[src/rtl/turn_scheduler.sv]
// rtl/turn_scheduler.sv - turn sequencing, marker advance and win detection for the card game
module turn_scheduler #(
  parameter int NUM_PLAYERS = 4,
  parameter int BOARD_LEN   = 24,
  parameter int TIMEOUT_CYC = 50_000_000
) (
  input  logic       clk,
  input  logic       rst_n,
  input  logic       start,
  input  logic       key_valid,
  input  logic [3:0] key,
  input  logic       res_valid,
  input  logic       res_match,
  output logic       reveal,
  output logic       hide,
  output logic [3:0] sel_card,
  output logic [1:0] cur_player,
  output logic [4:0] cur_pos,
  output logic       win,
  output logic [1:0] winner,
  output logic [2:0] state
);

  localparam int TW = (TIMEOUT_CYC > 1) ? $clog2(TIMEOUT_CYC) : 1;
  localparam logic [TW-1:0] TLAST = TW'(TIMEOUT_CYC - 1);
  localparam logic [5:0] FINISH6 = 6'(BOARD_LEN - 1);
  localparam logic [4:0] FINISH5 = 5'(BOARD_LEN - 1);

  typedef enum logic [2:0] {
    S_IDLE     = 3'd0,
    S_WAIT_KEY = 3'd1,
    S_WAIT_RES = 3'd2,
    S_ADVANCE  = 3'd3,
    S_NEXT     = 3'd4,
    S_WIN      = 3'd5
  } state_t;

  state_t        state_q, state_d;
  logic [TW-1:0] timer_q, timer_d;
  logic [4:0]    pos_q [4];
  logic [4:0]    pos_d [4];
  logic          reveal_q, reveal_d;
  logic          hide_q, hide_d;
  logic [3:0]    sel_q, sel_d;
  logic [1:0]    cp_q, cp_d;
  logic          win_q, win_d;
  logic [1:0]    winner_q, winner_d;
  logic [5:0]    cand;
  logic          occ;

  always_ff @(posedge clk or negedge rst_n) begin
    if (!rst_n) begin
      state_q  <= S_IDLE;
      timer_q  <= '0;
      pos_q    <= '{default: '0};
      reveal_q <= 1'b0;
      hide_q   <= 1'b0;
      sel_q    <= '0;
      cp_q     <= '0;
      win_q    <= 1'b0;
      winner_q <= '0;
    end else begin
      state_q  <= state_d;
      timer_q  <= timer_d;
      pos_q    <= pos_d;
      reveal_q <= reveal_d;
      hide_q   <= hide_d;
      sel_q    <= sel_d;
      cp_q     <= cp_d;
      win_q    <= win_d;
      winner_q <= winner_d;
    end
  end

  // One pass per player is enough: each pass can skip at most one occupied square.
  always_comb begin
    cand = {1'b0, pos_q[cp_q]} + 6'd1;
    occ  = 1'b0;
    for (int p = 0; p < NUM_PLAYERS; p++) begin
      occ = 1'b0;
      for (int j = 0; j < NUM_PLAYERS; j++) begin
        if (2'(j) != cp_q && {1'b0, pos_q[j]} == cand && cand < FINISH6) occ = 1'b1;
      end
      if (occ) cand = cand + 6'd1;
    end
  end

  always_comb begin
    state_d  = state_q;
    timer_d  = timer_q;
    pos_d    = pos_q;
    reveal_d = 1'b0;
    hide_d   = 1'b0;
    sel_d    = sel_q;
    cp_d     = cp_q;
    win_d    = win_q;
    winner_d = winner_q;
    case (state_q)
      S_IDLE: begin
        pos_d = '{default: '0};
        if (start) begin
          state_d = S_WAIT_KEY;
          cp_d    = '0;
          timer_d = '0;
        end
      end
      S_WAIT_KEY: begin
        if (key_valid && key != 4'hf) begin
          sel_d    = key;
          reveal_d = 1'b1;
          state_d  = S_WAIT_RES;
        end else if (timer_q == TLAST) begin
          state_d = S_NEXT;
        end else begin
          timer_d = timer_q + 1'b1;
        end
      end
      S_WAIT_RES: begin
        if (res_valid) state_d = res_match ? S_ADVANCE : S_NEXT;
      end
      S_ADVANCE: begin
        if (cand >= FINISH6) begin
          pos_d[cp_q] = FINISH5;
          winner_d    = cp_q;
          win_d       = 1'b1;
          state_d     = S_WIN;
        end else begin
          pos_d[cp_q] = cand[4:0];
          timer_d     = '0;
          state_d     = S_WAIT_KEY;
        end
      end
      S_NEXT: begin
        hide_d  = 1'b1;
        cp_d    = (cp_q == 2'(NUM_PLAYERS - 1)) ? 2'd0 : cp_q + 2'd1;
        timer_d = '0;
        state_d = S_WAIT_KEY;
      end
      S_WIN: begin
        if (start) begin
          state_d  = S_IDLE;
          pos_d    = '{default: '0};
          win_d    = 1'b0;
          winner_d = '0;
          cp_d     = '0;
        end
      end
      default: state_d = S_IDLE;
    endcase
  end

  assign reveal     = reveal_q;
  assign hide       = hide_q;
  assign sel_card   = sel_q;
  assign cur_player = cp_q;
  assign cur_pos    = pos_q[cp_q];
  assign win        = win_q;
  assign winner     = winner_q;
  assign state      = state_q;

endmodule

[config.mk]
export PLATFORM = sky130hd
export DESIGN_NAME = turn_scheduler
export DESIGN_NICKNAME = d
export VERILOG_FILES = /design/src/rtl/turn_scheduler.sv
export SDC_FILE = /design/constraint.sdc
export NUM_CORES = 1
export LEC_CHECK = 0
export CELL_PAD_IN_SITES_DETAIL_PLACEMENT = 2
export CELL_PAD_IN_SITES_GLOBAL_PLACEMENT = 2
export CORE_ASPECT_RATIO = 0.6
export CORE_UTILIZATION = 38
export CTS_CLUSTER_SIZE = 20
export DETAILED_ROUTE_END_ITERATION = 10
export GPL_ROUTABILITY_DRIVEN = 0
export HOLD_SLACK_MARGIN = 0.05
export PLACE_DENSITY = 0.8
export SETUP_SLACK_MARGIN = 0.4
export SLEW_MARGIN = 20
export SYNTH_ARGS = -nofsm -noshare
export SYNTH_HDL_FRONTEND = slang
export SYNTH_SLANG_ARGS = --single-unit
export TNS_END_PERCENT = 100
[constraint.sdc]
create_clock -name clk -period 10.8 [get_ports clk]
set_clock_uncertainty 0.15 [all_clocks]
set_input_delay 1.08 -clock clk [delete_from_list [all_inputs] [get_ports clk]]
set_output_delay 1.08 -clock clk [all_outputs]
set_load 0.02 [all_outputs]
==> metrics.txt <==
clk_lat worst skew 0.34 ns; HPWL after DPL 19000 um; sequential share of the synthesized area 24.7%; mapped cell area 0.00607 mm^2; Post-CTS Resized 0; CP max-delay cell mux4_2; final core occ 44.0%; CP Data Required Time 10.83 ns; Post-CTS Setup Inserts 0; Startpoint Class flip-flop; number of synthesized flops with an enable pin 0; maximum clock frequency 0.0992 GHz; Vias/cell 6.48; crit share post-route 93.3%; Die X 165 um; Final ANT Viol Nets 0; FFs w/ async S/R, synth 100%; CTS root buf clkbuf_16; die height 99.9 um; CTS tree done; Avg WL per Cell 26.9 um; FP Rows 35; final hold violation count 0; core area 0.0155 mm^2; vias in the first global route 6402; status finished, final reports clean; Die Area 0.0165 mm^2; Max Buffers Root-to-Sink 2; CP Capture Type flip-flop; Synth Flop Type dfrtp_1; ant diodes 0; Hold Path Class reg -> reg; sinks on the clock net 60; initial antenna violation count 0; largest net degree at the start of global routing 61; Synth Register Bits 60; Yosys cell types 96; clk slew on worst S/H paths 0.06 ns; Worst-Margin Slew 1.11 ns; Yosys Warn Count 0; first-pass GRT wire length 38800 um; RSZ-0062 raised after global routing false; Worst path max stage delay 0.70 ns; Max Cap Viol 0; GRT Resource Usage Total 31.7%; Final nets 753; Post-Syn Nets 745; Slew Viols, Final 0; Hold WS 0.339 ns; Tmin final 10.08 ns; final wirelength 25300 um; Residual DRC 0; initial DRC count 579; Initial Utilization 39.3%; grt total ovfl 0; area post-placement 0.00646 mm^2; area grow syn2layout 11.9%; critical path arrival 10.11 ns; CTS Hold Buffers Added 0; Final setup viols 0; critical setup path kind reg -> reg; Syn Area/Cell 8.39 um^2; port buffer count 28; critical path peak fanout 16; layout cells sized above 1 9.23%; Setup TNS 0 ns; vias after detailed routing 6094; drt pass-1 iters 5; Max-slew headroom 24.1%; htree depth 3; Final Cell Area 0.00680 mm^2; total CTS buffers 9; synthesized instance count 724; IO Pins 29
[critical path, delay by kind of cell, from the launching register on]
kind | cells | cell delay [ns]
AOI/OAI and AO/OA | 13 | 4.07
xor gates and xnor gates | 3 | 1.13
adders and majority gates | 4 | 1.34
buffers and inverters | 4 | 0.75
DFF | 1 | 0.60
muxes | 1 | 0.70
and+or+nand+nor | 3 | 1.13
[stage by stage]
stage                     instances  setup WS, ns
after global placement          923          1.61
after CTS                       939         0.582
after floorplan                 724          2.30
after global routing            940         0.422
final                           940         0.722
after detailed placement        923         0.618
[final timing paths]
| check | start | to | slack [ns] | cells past startpoint |
|---|---|---|---|---|
| max | cur_player[0]$_DFFE_PN0P_ | pos_q[17]$_DFFE_PN0P_ | 0.72 | 28 |
| min reg2reg | winner[1]$_DFFE_PN0P_ | winner[1]$_DFFE_PN0P_ | 0.34 | 1 |
| max in group asynchronous | rst_n | cur_player[0]$_DFFE_PN0P_ | 9.17 | 2 |
| min | winner[1]$_DFFE_PN0P_ | winner[1]$_DFFE_PN0P_ | 0.34 | 1 |
| max reg2reg | cur_player[0]$_DFFE_PN0P_ | pos_q[17]$_DFFE_PN0P_ | 0.72 | 28 |
| min in group asynchronous | rst_n | sel_card[1]$_DFFE_PN0P_ | 0.77 | 2 |
[area by class of cell]
| cell class | instances | area, um^2 |
|---|---|---|
| repair buffers | 31 | 298 |
| fillers | 1718 | 8660 |
| clock inverters | 5 | 58.8 |
| inverters | 58 | 219 |
| flip-flops and latches | 60 | 1500 |
| multi-input cells | 572 | 4210 |
| clock buffers | 11 | 253 |
| well taps | 203 | 254 |
[cells in the mapped netlist, types with 4 or more instances]
master,instances,area share [%]
and2_1,7,0.72
mux2i_1,8,1.3
o2111ai_1,8,1.2
nor2_1,37,2.3
nand4_1,9,0.93
buf_2,10,0.82
o22ai_1,9,0.93
inv_1,57,3.5
a31oi_1,28,2.9
a211oi_1,5,0.62
o21ai_0,29,2.4
or4_1,4,0.49
nor3_1,38,3.1
xnor3_1,8,3.0
or2_2,4,0.41
o21a_1,4,0.49
xor2_1,11,1.6
nor4_1,6,0.62
mux4_2,5,1.9
nand3_1,23,1.9
nand2b_1,7,0.72
xnor2_1,59,8.5
o21ai_1,23,1.9
nor2b_1,4,0.41
nand2_1,69,4.3
buf_4,4,0.49
a21oi_1,20,1.6
and3_1,5,0.52
a21o_1,6,0.74
o31ai_1,6,0.74
dfrtp_1,60,25
o211ai_1,14,1.7
a22o_1,7,1.0
a32o_1,4,0.66
clkbuf_1,17,1.1
or3_1,12,1.2
ha_1,11,2.3
[routing by layer]
metal / track usage, % / routed length (um) / up-vias / share of wire [%]
met5: 0 / 0 / - / 0
met4: 6.21 / 273 / 0 / 1.1
met3: 7.19 / 2100 / 27 / 8.3
met2: 45.8 / 10600 / 215 / 42
met1: 47.7 / 12300 / 3141 / 49
li1: - / - / 2711 / -
[logic make-up (layout without fill, tap and decap cells)]
kind of cell / count (synthesis) / in the layout / synth area share (%)
and+or+nand+nor: 245 / 245 / 21.0
adders and majority gates: 11 / 11 / 2.27
xor gates and xnor gates: 80 / 80 / 13.6
DFF: 60 / 60 / 24.7
buffers and inverters: 93 / 105 / 6.39
muxes: 19 / 19 / 4.53
AOI/OAI and AO/OA: 216 / 217 / 27.5
[registers in the layout, summed over array words and instances, names as in the netlist]
signal / count
pos_q: 20
sel_card: 4
timer_q: 26
cur_player: 2
reveal: 1
win: 1
hide: 1
state: 3
winner: 2
[cell usage in the layout, fill, tap and decap left out, types with 5 or more instances in the layout]
master,instances
xnor3_1,8
a31oi_1,28
and2_1,7
a21oi_1,20
a22o_1,7
nand3_1,23
clkbuf_16,9
o21ai_1,24
o22ai_1,9
and3_1,5
inv_1,57
nor3_1,37
mux2i_1,8
o2111ai_1,8
nor2_1,37
ha_1,11
dfrtp_1,59
o211ai_1,14
nor4_1,6
or3_1,12
o31ai_1,6
a211oi_1,5
nand4_1,9
a21o_1,6
xor2_1,11
o21ai_0,28
xnor2_1,57
mux4_2,5
nand2b_1,7
nand2_1,69
clkdlybuf4s50_1,27
Power is not shown: default switching activity piles up to over one toggle a cycle in this logic, so the estimate is an artifact.
